==> src/rtl/uart_rx_tampon_if.sv <==
// Byte stream bundle between a UART receiver, the receive FIFO
// and its consumer. Parameterised so the fill count width tracks depth.
interface uart_rx_tampon_if #(
    parameter int DERINLIK = 8
);
    localparam int CW = $clog2(DERINLIK) + 1;

    logic [7:0]    al_veri;
    logic          al_gecerli;
    logic          veri_hazir;
    logic          temizle;
    logic [31:0]   veri;
    logic          veri_gecerli;
    logic [CW-1:0] doluluk;
    logic          yari_dolu;
    logic          tasma;

    modport master (
        output al_veri, al_gecerli, veri_hazir, temizle,
        input  veri, veri_gecerli, doluluk, yari_dolu, tasma
    );

    modport slave (
        input  al_veri, al_gecerli, veri_hazir, temizle,
        output veri, veri_gecerli, doluluk, yari_dolu, tasma
    );
endinterface

==> src/rtl/uart_rx_tampon.sv <==
// Fall-through receive FIFO for UART bytes with fill-level flag,
// sticky overflow flag and synchronous flush.
module uart_rx_tampon #(
    parameter int DERINLIK = 8,
    parameter int ESIK     = 6
) (
    input  logic             clk_g,
    input  logic             rst_g,
    uart_rx_tampon_if.slave  io_bus
);
    localparam int AW = (DERINLIK > 1) ? $clog2(DERINLIK) : 1;
    localparam int CW = $clog2(DERINLIK) + 1;
    localparam logic [CW-1:0] LP_DERIN = CW'(DERINLIK);
    localparam logic [CW-1:0] LP_ESIK  = CW'(ESIK);
    localparam logic [CW-1:0] LP_ONE_C = CW'(1);
    localparam logic [AW-1:0] LP_ONE_A = AW'(1);

    logic [7:0]    r_mem [DERINLIK];
    logic [AW-1:0] r_wptr;
    logic [AW-1:0] r_rptr;
    logic [CW-1:0] r_count;
    logic          r_tasma;

    logic w_bos;
    logic w_dolu;
    logic w_aktif;
    logic w_pop;
    logic w_push;
    logic w_ovf;

    assign w_bos   = (r_count == '0);
    assign w_dolu  = (r_count == LP_DERIN);
    assign w_aktif = ~io_bus.temizle & ~rst_g;
    assign w_pop   = ~w_bos & io_bus.veri_hazir & w_aktif;
    assign w_push  = io_bus.al_gecerli & w_aktif & (~w_dolu | w_pop);
    assign w_ovf   = io_bus.al_gecerli & w_aktif & w_dolu & ~w_pop;

    // Byte storage; contents are don't-care until written.
    always_ff @(posedge clk_g) begin
        if (w_push) begin
            r_mem[r_wptr] <= io_bus.al_veri;
        end
    end

    // Pointers and fill count; pointers wrap naturally at power-of-two depth.
    always_ff @(posedge clk_g) begin
        if (rst_g || io_bus.temizle) begin
            r_wptr  <= '0;
            r_rptr  <= '0;
            r_count <= '0;
        end else begin
            if (w_push) begin
                r_wptr <= r_wptr + LP_ONE_A;
            end
            if (w_pop) begin
                r_rptr <= r_rptr + LP_ONE_A;
            end
            if (w_push && !w_pop) begin
                r_count <= r_count + LP_ONE_C;
            end else if (w_pop && !w_push) begin
                r_count <= r_count - LP_ONE_C;
            end
        end
    end

    // Sticky overflow: set by a dropped byte, cleared only by flush or reset.
    always_ff @(posedge clk_g) begin
        if (rst_g || io_bus.temizle) begin
            r_tasma <= 1'b0;
        end else if (w_ovf) begin
            r_tasma <= 1'b1;
        end
    end

    assign io_bus.veri         = w_bos ? 32'h0 : {24'h0, r_mem[r_rptr]};
    assign io_bus.veri_gecerli = ~w_bos;
    assign io_bus.doluluk      = r_count;
    assign io_bus.yari_dolu    = (r_count >= LP_ESIK);
    assign io_bus.tasma        = r_tasma;
endmodule

==> src/flat_wrapper.sv <==
// flat-port wrapper written by rule: the top's interface ports become plain ports
module uart_rx_tampon_flat 
#(
    parameter int DERINLIK = 8,
    parameter int ESIK     = 6
)
  (clk_g, rst_g, io_bus_al_veri, io_bus_al_gecerli, io_bus_veri_hazir, io_bus_temizle, io_bus_veri, io_bus_veri_gecerli, io_bus_doluluk, io_bus_yari_dolu, io_bus_tasma);
  uart_rx_tampon_if #(.DERINLIK(DERINLIK)) io_bus_i ();
  input  logic clk_g;
  input  logic rst_g;
  input wire logic [$bits(io_bus_i.al_veri)-1:0] io_bus_al_veri;
  input wire logic [$bits(io_bus_i.al_gecerli)-1:0] io_bus_al_gecerli;
  input wire logic [$bits(io_bus_i.veri_hazir)-1:0] io_bus_veri_hazir;
  input wire logic [$bits(io_bus_i.temizle)-1:0] io_bus_temizle;
  output wire logic [$bits(io_bus_i.veri)-1:0] io_bus_veri;
  output wire logic [$bits(io_bus_i.veri_gecerli)-1:0] io_bus_veri_gecerli;
  output wire logic [$bits(io_bus_i.doluluk)-1:0] io_bus_doluluk;
  output wire logic [$bits(io_bus_i.yari_dolu)-1:0] io_bus_yari_dolu;
  output wire logic [$bits(io_bus_i.tasma)-1:0] io_bus_tasma;
  assign io_bus_i.al_veri = io_bus_al_veri;
  assign io_bus_i.al_gecerli = io_bus_al_gecerli;
  assign io_bus_i.veri_hazir = io_bus_veri_hazir;
  assign io_bus_i.temizle = io_bus_temizle;
  assign io_bus_veri = io_bus_i.veri;
  assign io_bus_veri_gecerli = io_bus_i.veri_gecerli;
  assign io_bus_doluluk = io_bus_i.doluluk;
  assign io_bus_yari_dolu = io_bus_i.yari_dolu;
  assign io_bus_tasma = io_bus_i.tasma;
  uart_rx_tampon #(.DERINLIK(DERINLIK), .ESIK(ESIK)) u_core (.clk_g(clk_g), .rst_g(rst_g), .io_bus(io_bus_i));
endmodule
==> config.mk <==
export PLATFORM = sky130hd
export DESIGN_NAME = uart_rx_tampon_flat
export DESIGN_NICKNAME = d
export VERILOG_FILES = /design/src/rtl/uart_rx_tampon_if.sv /design/src/rtl/uart_rx_tampon.sv /design/src/flat_wrapper.sv
export SDC_FILE = /design/constraint.sdc
export NUM_CORES = 1
export LEC_CHECK = 0
export CAP_MARGIN = 20
export CORE_ASPECT_RATIO = 0.7
export CORE_MARGIN = 3
export CORE_UTILIZATION = 45
export CTS_BUF_LIST = sky130_fd_sc_hd__clkbuf_16
export DETAILED_ROUTE_END_ITERATION = 10
export GPL_TIMING_DRIVEN = 0
export PLACE_DENSITY_LB_ADDON = 0.25
export SLEW_MARGIN = 10
export SYNTH_ARGS = -nofsm -noshare
export SYNTH_HDL_FRONTEND = slang
export SYNTH_SLANG_ARGS = --single-unit
==> constraint.sdc <==
create_clock -name clk_g -period 2.95 [get_ports clk_g]
set_input_delay 0.295 -clock clk_g [delete_from_list [all_inputs] [get_ports clk_g]]
set_output_delay 0.295 -clock clk_g [all_outputs]
set_load 0.05 [all_outputs]
* After elaboration in Yosys (flattened, before gate mapping)
Memories as Yosys holds them, arrays and structs flattened. A register that Yosys moved wholly into a read port is not among the register bits.
Cells that the tools add are included.
** Operators by class
- Muxes and demuxes :: 7
- Bitwise logic cells :: 13
- Reduce and logical (&&, ||, !) cells :: 7
- Add/sub/neg operators :: 4
- Eq/ne operators :: 1
- Magnitude comparators :: 1
** Operator list (number)
- $mux 4 :: 2
- $mux 8 :: 1
- $and 1x1->1 :: 7
- $add 3x1->3 const B :: 2
- $mux 3 :: 2
- $not 1->1 :: 5
- $add 4x1->4 const B :: 1
- $eq 4x4->1 const B :: 1
- $ge 4x3->1 const B :: 1
- $logic_not 4->1 :: 1
- $sub 4x1->4 const B :: 1
- $logic_and 1x1->1 :: 2
- $logic_not 1->1 :: 2
- $mux 1 :: 2
- $reduce_bool 2->1 :: 1
- $logic_or 1x1->1 :: 1
- $or 1x1->1 :: 1
** Word-level totals
- Register bits :: 11
- Output and inout bits :: 39
- Input port bits :: 13
- Memories kept :: 1
- Word-level logic and storage cells :: 38
- Bits in writable memories :: 64
** Memory list
- u_core.r_mem :: depth 8, bits a word 8, read ports 1, clocked after memory_dff 1, write ports 1, line uart_rx_tampon.sv:18 : logic [7:0] r_mem [DERINLIK];

* Logic depth before layout (Yosys ltp)
Gate-level depths: netlist (run 1).
- Word-level depth :: 10
- Depth in mapped cells :: 12
- Depth with buffers taken out :: 11

* Worst setup path before layout (run 1)
Ideal clock, no wire load.
- Path type :: reg2reg
- Start point :: reg u_core.r_count[0] (netlist: u_core.io_bus.doluluk[0])
- End point :: reg u_core.r_count[3] (netlist: u_core.io_bus.doluluk[3])
- Path slack :: 0.198 ns
- Library setup time :: 0.057 ns
- Required time :: 2.893 ns
- Arrival time :: 2.694 ns
- Clock period less this slack :: 2.752 ns
- Path buffers :: 1
- Cell stages (with the launch flop) :: 13
- Cells stage by stage :: dfxtp_1 > or3_1 > buf_6 > nor2_8 > inv_4 > nand3_1 > ha_1 > inv_1 > ha_1 > nand3_1 > a211o_1 > a211oi_1 > a31o_2
** On the way
- Cells in the longest elaborated chain, start to end :: 9
- Elaborated cells between the ends (all ways) :: 17
- Those cells by class :: 2 x add/sub; 1 x eq/ne; 2 x mux; 6 x bitwise; 6 x reduce/logical
** Ends and longest elaborated chain
- from (decl) :: line uart_rx_tampon.sv:21 : logic [CW-1:0] r_count;
- from (signal assigned) :: line uart_rx_tampon.sv:59 : r_count <= r_count + LP_ONE_C;
- from (signal assigned) :: line uart_rx_tampon.sv:61 : r_count <= r_count - LP_ONE_C;
- $logic_not 4->1 (*) :: line uart_rx_tampon.sv:31 : assign w_bos = (r_count == '0);
- $not 1->1 (*)
- via io_bus_veri_gecerli :: line flat_wrapper.sv:16 : output wire logic [$bits(io_bus_i.veri_gecerli)-1:0] io_bus_veri_gecerli;
- $and 1x1->1 (*) (2 in a row) :: line uart_rx_tampon.sv:34 : assign w_pop = ~w_bos & io_bus.veri_hazir & w_aktif;
- $or 1x1->1 :: line uart_rx_tampon.sv:35 : assign w_push = io_bus.al_gecerli & w_aktif & (~w_dolu | w_pop);
- $and 1x1->1 :: line uart_rx_tampon.sv:35
- $logic_not 1->1 :: line uart_rx_tampon.sv:60 : end else if (w_pop && !w_push) begin
- $logic_and 1x1->1 :: line uart_rx_tampon.sv:60
- $reduce_bool 2->1 (no source line)
The timed path passes the listed nets; every way through them passes the cells marked *. The select of a mux whose other input is x is not followed.
A chain may end at the register's enable or synchronous reset.

* Final worst setup path (run 1)
- Start point :: reg u_core.r_count[0] (netlist: u_core.io_bus.doluluk[0])
- End point :: reg u_core.r_count[3] (netlist: u_core.io_bus.doluluk[3])
** On the way
- Cells in the longest elaborated chain, start to end :: 9
- Elaborated cells between the ends (all ways) :: 17
- Those cells by class :: 2 x add/sub; 1 x eq/ne; 2 x mux; 6 x bitwise; 6 x reduce/logical
** Ends and longest elaborated chain (line)
- $logic_not 4->1 :: uart_rx_tampon.sv:31
- $not 1->1 :: uart_rx_tampon.sv:34
- $and 1x1->1 (2 in a row) :: uart_rx_tampon.sv:34
- $or 1x1->1 :: uart_rx_tampon.sv:35
- $and 1x1->1 :: uart_rx_tampon.sv:35
- $logic_not 1->1 :: uart_rx_tampon.sv:60
- $logic_and 1x1->1 :: uart_rx_tampon.sv:60
- $reduce_bool 2->1 (no source line)
Several ways; a longest one is shown, not always the timed one. The select of a mux whose other input is x is not followed.

==> results of run 1 <==
final cells by class:
| cell class | count | area [sq um] | share of cell area [%] |
|---|---|---|---|
| flip-flops and latches | 78 | 2202 | 52.84 |
| multi-input cells | 121 | 1023 | 24.56 |
| repair buffers | 29 | 294.0 | 7.055 |
| plain buffers | 32 | 229.0 | 5.494 |
| clock buffers | 9 | 225.2 | 5.404 |
| well taps | 94 | 117.6 | 2.822 |
| clock inverters | 7 | 66.31 | 1.591 |
| inverters | 2 | 10.01 | 0.2402 |
how the worst min path moves through the flow:
stage | slack [ns] | endpoint | cells past startpoint | startpoint
after floorplan | 0.39 | u_core.r_mem[0][0] | 0 | io_bus_al_veri[0]
after global placement | 0.45 | u_core.io_bus.tasma | 2 | u_core.io_bus.tasma
after detailed placement | 0.46 | u_core.io_bus.tasma | 2 | u_core.io_bus.tasma
after CTS | 0.48 | u_core.io_bus.tasma | 2 | u_core.io_bus.tasma
after global routing | 0.52 | u_core.io_bus.tasma | 2 | u_core.io_bus.tasma
final | 0.47 | u_core.io_bus.tasma | 2 | u_core.io_bus.tasma
cells in the final DEF, fill, tap and decap left out, drive strengths merged, types with 2 or more instances in the layout:
master,synthesis,layout
buf,31,32
nor4,2,2
clkinv,0,2
dfxtp,14,14
nand3,6,6
edfxtp,64,64
inv,2,3
mux4,16,16
dlygate4sd2,0,3
xor2,5,5
clkbuf,2,11
nor3,2,2
o21ai,2,2
conb,1,24
ha,5,5
a21oi,4,4
mux2i,10,10
nand2,3,3
nor2,28,28
or2,2,2
clkinvlp,0,3
clkdlybuf4s50,0,19
dlymetal6s2s,0,5
per-stage QoR:
stage | setup slack, ns | instances | instance area, sq um | power (mW)
after floorplan | 0.1981 | 234 | 3446 | 1.412
after global placement | -0.4593 | 355 | 3834 | 1.473
after detailed placement | 0.05793 | 357 | 3871 | 1.477
after CTS | 0.004635 | 373 | 4159 | 2.531
after global routing | 0.005718 | 372 | 4168 | 2.596
final | 0.2634 | 372 | 4168 | 2.507
flip-flops by register name, indices dropped and copies added, names as in the netlist, named ones only:
signal,flops
u_core.r_wptr,3
u_core.io_bus.tasma,1
u_core.r_mem,64
u_core.io_bus.doluluk,4
u_core.r_rptr,3
repair_timing:
item                                    CTS  global route
pin swaps                                 0             0
endpoints found under the setup margin    3             5
gates resized for setup                   3             5
cloned                                    0             0
endpoints found under the hold margin     0             0
routing by layer:
metal | wire [microns] | track usage (%) | vias up | share of wire [%]
met2 | 2762 | 22.24 | 46 | 46
met5 | 0 | 0 | - | 0
li1 | - | - | 868 | -
met1 | 2877 | 22.56 | 858 | 48
met3 | 354 | 5.752 | 5 | 5.9
met4 | 39 | 4.857 | 0 | 0.65
kinds of logic after synthesis:
kind of cell	after synthesis	synth area share [%]
xor+xnor	6	1.788
other cells	1	0.1116
simple gates	48	6.965
buf+inv	35	7.225
mux	26	13.71
flops	78	65.55
fa+ha+maj	6	2.458
compound gates	11	2.198
worst register-to-register path, delay by kind of cell, from the launching register on:
family / cells / cell delay [ns]
compound gates: 4 / 0.77
fa+ha+maj: 2 / 0.51
flops: 1 / 0.36
buf+inv: 3 / 0.31
simple gates: 3 / 0.69
where the power goes:
| group | internal (mW) | switching [mW] |
|---|---|---|
| sequential | 1.20 | 0.00656 |
| clock | 0.648 | 0.408 |
| combinational | 0.0814 | 0.166 |
==> key figures, run 1 <==
Critical path
  • Critical Path End: u_core.io_bus.doluluk[3]
  • Crit path DAT: 2.96 ns
  • Worst reg2reg endpoint: u_core.io_bus.doluluk[3]
  • CP Buf/Inv Count: 3
  • CP Capture Type: register
  • Worst r2r path cells: 12
  • Reg-to-reg startpoint: u_core.io_bus.doluluk[0]
  • CP top delay family: compound AO/OA/AOI/OAI gates
  • CP peak stage delay: 0.40 ns
  • Cell breakdown of the critical path: or3_1 > buf_6 > nor2_8 > inv_4 > nand3_1 > ha_1 > inv_1 > ha_1 > a21oi_1 > a211o_1 > a211oi_1 > a31o_2
  • Setup CP Type: reg -> reg
  • Cell count along the critical path: 12
  • FF-to-FF setup slack: 0.26 ns
  • Crit path from: u_core.io_bus.doluluk[0]
  • Worst-path maximum fanout: 9
  • Most used cell along the critical path: ha_1
  • Req. time, crit path: 3.22 ns
  • Startpoint types: register
  • CP max-delay cell: or3_1

Detailed routing
  • Via density: 4.777
  • 1st-pass router iterations: 4
  • Drt drc: 0
  • Final WL: 6.034 mm
  • 1st-iter DRT viols: 123
  • Vias: 1777
  • Detail Route Antenna Nets: 0
  • Routed wire per std cell: 16.22 microns

Synth
  • Top cells by area in the synthesized netlist: edfxtp_1 (57%), mux4_2 (11%), dfxtp_1 (8.3%)
  • Top_reg_cell synth: edfxtp_1
  • Synth Cell Area: 0.003359 sq mm
  • Seq/Total Area, Yosys: 65.55%
  • Number of synthesized flops with an enable pin: 64
  • Most common cell in the netlist: edfxtp_1
  • Mean Syn Cell Area: 15.92 sq um
  • Cells after Synth: 211
  • Area fraction of the dominant cell type after synthesis: 57.21%
  • Netlist cell types: 38
  • Post-synth top cells: edfxtp_1 (64), nor2_1 (27), buf_4 (24)
  • Async set or reset register ratio after synthesis: 0%
  • Leading area contributor after synthesis: edfxtp_1
  • Number of synthesis warnings: 0
  • Synth Register Bits: 78

Cells and area
  • Fillers: 553
  • Post-layout util: 59.48%
  • Area growth, synth to finish: 24.06%
  • Share of layout cells above drive strength 1: 26.62%
  • Number of nets in the layout: 292
  • N_diodes: 0

GRT
  • Largest net degree at the start of global routing: 14
  • GRT Overall Usage: 15.67%
  • First-pass GRT wire length: 9.639 mm
  • Initial antenna violation count: 0
  • GRT overflow: 0
  • Vias in the first global route: 1756

Min path
  • HP Class: reg -> reg

Die
  • Core Region: 0.007007 sq mm
  • Die width: 109.3 microns
  • Die H: 78.29 microns
  • Io pins: 52
  • Initial Util: 47.95%
  • Full die area: 0.008555 sq mm
  • Cell Rows: 25

STA
  • Worst hold margin: 0.4742 ns
  • Fin. Hold Viols: 0
  • Clk_skew: 0.002188 ns
  • Crit share post-route: 91.07%
  • Min Tclk post-route: 2.687 ns
  • Final Slew Violations: 0
  • Setup TNS: 0 ns
  • Fmax: 372.2 MHz
  • RSZ-0062 raised after global routing: false
  • Max_slew headroom: 38.33%
  • Final setup vio count: 0
  • Worst-margin pin slew: 0.9217 ns

Clock tree
  • # clock sinks: 78
  • Clk slew on worst S/H paths: 0.06 ns
  • Post-CTS Setup Repair Bufs: 0
  • CTS Buffer Depth: 2
  • Htree depth: 3
  • Num CTS Buffers: 9
  • Worst-Skew Late Latency: 0.33 ns
  • CTS root buffer: clkbuf_16
  • TritonCTS clock tree: yes
  • Cts hold-fix bufs: 0

Power and ir drop
  • Leakage: 1.573 nW
  • Pwr dens: 601.6 mW/mm^2
  • Peak supply drop: 0.0004855 V

Run
  • Max-cap violations: 0

Placed design
  • Gpl congestion: 0.7323
  • Final HPWL DP: 4.170 mm
  • Quantity of I/O buffers inserted on ports: 27

Run status
  • Run status: finished clean
(Power assumes the default switching activity.)
==> run 2, diff against run 1 <==
--- a/config.mk
+++ b/config.mk
@@ -13,7 +13,6 @@
 export DETAILED_ROUTE_END_ITERATION = 10
 export GPL_TIMING_DRIVEN = 0
 export PLACE_DENSITY_LB_ADDON = 0.25
-export SLEW_MARGIN = 10
 export SYNTH_ARGS = -nofsm -noshare
 export SYNTH_HDL_FRONTEND = slang
 export SYNTH_SLANG_ARGS = --single-unit
==> run 2 against run 1 <==
  * Fmax decreased by 0.11%
  * First-iteration DRC count decreased by 15%
  * Cell area hardly changed
  * Flip-flop and latch count unchanged
  * Via count about the same
  * Die area did not move
  * Total power fell by 2.3%
  * Core utilization is 0.054 points lower
  * Sequential power about the same
  * Sequential share of layout area is essentially flat
  * Largest power group unchanged
  * Highest routed layer unchanged
==> key figures, run 2 (synthesized netlist as in run 1, its figures left out) <==
Critical path
  • CP max-delay cell: or3_1
  • Worst r2r path cells: 12
  • Cell breakdown of the critical path: or3_1 > buf_6 > nor2_8 > inv_4 > nand3_1 > ha_1 > inv_1 > ha_1 > a21oi_1 > a211o_1 > a211oi_1 > a31o_2
  • Req. time, crit path: 3.23 ns
  • CP Buf/Inv Count: 3
  • Reg-to-reg startpoint: u_core.io_bus.doluluk[0]
  • Crit path DAT: 2.96 ns
  • FF-to-FF setup slack: 0.26 ns
  • CP top delay family: compound AO/OA/AOI/OAI gates
  • Most used cell along the critical path: ha_1
  • Worst reg2reg endpoint: u_core.io_bus.doluluk[3]
  • CP peak stage delay: 0.39 ns
  • Startpoint types: register
  • Crit path from: u_core.io_bus.doluluk[0]
  • Setup CP Type: reg -> reg
  • Worst-path maximum fanout: 9
  • CP Capture Type: register

Detailed routing
  • Drt drc: 0
  • Detail Route Antenna Nets: 0
  • Final WL: 5.900 mm
  • Routed wire per std cell: 15.78 microns
  • 1st-iter DRT viols: 104
  • 1st-pass router iterations: 4
  • Via density: 4.749
  • Vias: 1776

Min path
  • Hold Crit Start: u_core.io_bus.tasma
  • Hold worst-path end: u_core.io_bus.tasma
  • Worst hold path cell count: 2
  • HP Class: reg -> reg

Power and ir drop
  • Leakage: 1.604 nW
  • Peak supply drop: 0.0002998 V
  • Pwr dens: 588.3 mW/mm^2

GRT
  • Vias in the first global route: 1817
  • Largest net degree at the start of global routing: 13
  • GRT Overall Usage: 15.50%
  • Initial antenna violation count: 0
  • GRT overflow: 0
  • First-pass GRT wire length: 9.570 mm

Cells and area
  • Number of nets in the layout: 294
  • Post-layout util: 59.43%
  • Non-filler instance count after layout: 374
  • Commonest non-fill, non-tap cell in the layout: edfxtp_1
  • Share of layout cells above drive strength 1: 25.71%
  • Area growth, synth to finish: 23.95%
  • Most frequent cells in the layout: edfxtp_1 (64), buf_4 (28), nor2_1 (27)
  • Top reg by flops: u_core.r_mem
  • Max reg flops: 64
  • N_diodes: 0
  • Cell area after layout: 0.004164 sq mm

Clock tree
  • TritonCTS clock tree: yes
  • CTS root buffer: clkbuf_16
  • Num CTS Buffers: 9
  • Htree depth: 3
  • Post-CTS Setup Repair Bufs: 0
  • # clock sinks: 78
  • CTS Buffer Depth: 2
  • Clk slew on worst S/H paths: 0.06 ns
  • Worst-Skew Late Latency: 0.33 ns

STA
  • Fin. Hold Viols: 0
  • Crit share post-route: 91.17%
  • Final Slew Violations: 0
  • RSZ-0062 raised after global routing: false
  • Final setup vio count: 0
  • Min Tclk post-route: 2.690 ns
  • Clk_skew: 0.007561 ns
  • Worst-margin pin slew: 0.9015 ns
  • Max_slew headroom: 39.68%
  • Setup TNS: 0 ns
  • Fmax: 371.8 MHz

Placed design
  • Final HPWL DP: 4.241 mm
  • Gpl congestion: 0.7323
  • Placed instance count: 359
  • Quantity of I/O buffers inserted on ports: 27
  • Area after DPL: 0.003876 sq mm

Die
  • Io pins: 52
  • Cell Rows: 25
  • Full die area: 0.008555 sq mm
  • Initial Util: 47.95%
  • Die H: 78.29 microns
  • Core Region: 0.007007 sq mm
  • Die width: 109.3 microns

Run
  • Max-cap violations: 0

Run status
  • Run status: finished clean
[run 2: worst register-to-register path: stages, from the launching register on]
cell	delay, ns
dfxtp_1	0.36
or3_1	0.40
buf_6	0.15
nor2_8	0.20
inv_4	0.08
nand3_1	0.09
ha_1	0.16
inv_1	0.10
ha_1	0.34
a21oi_1	0.11
a211o_1	0.33
a211oi_1	0.21
a31o_2	0.13
[run 2: repair_timing]
action / 4_1_cts / 5_1_grt
resized for setup: 2 / 6
endpoints found under the setup margin: 2 / 6
hold buffers: 0 / 0
pin swaps: 0 / 0
gates cloned: 0 / 0
[run 2: per-stage QoR]
step	hold WS (ns)	worst slack (ns)	total power, mW
CTS	0.4812	0.0001794	2.474
floorplan	0.3939	0.1981	1.412
global route	0.5158	0.04268	2.550
finish	0.4739	0.2603	2.450
detailed placement	0.4631	0.05739	1.477
global placement	0.4544	-0.4593	1.473
[run 2: worst max path at each step]
stage,endpoint,slack (ns),cells past startpoint
after floorplan,u_core.io_bus.doluluk[3],0.20,12
after global placement,u_core.r_mem[0][5],-0.46,5
after detailed placement,u_core.io_bus.doluluk[3],0.06,11
after CTS,io_bus_veri[0],0.0002,6
after global routing,u_core.io_bus.doluluk[3],0.04,12
final,u_core.io_bus.doluluk[3],0.26,12
[run 2: area by class of cell]
class | count | area (sq um)
timing repair buffer | 31 | 312.8
multi-input combinational | 121 | 1013
sequential | 78 | 2202
clock inverter | 6 | 28.78
tap | 94 | 117.6
fill | 573 | 2843
buffer | 32 | 229.0
inverter | 2 | 10.01
clock buffer | 10 | 250.2
[run 2: power breakdown]
group,switching [mW],internal (mW)
clock,0.390,0.607
combinational,0.165,0.0820
sequential,0.00656,1.20
[run 2: layer usage]
metal	global-route usage, %	vias to the layer above	share of wire [%]
met2	23.22	53	47
met5	0	-	0
met3	7.642	8	9.0
met4	3.736	0	0.83
met1	20.37	846	44
li1	-	869	-
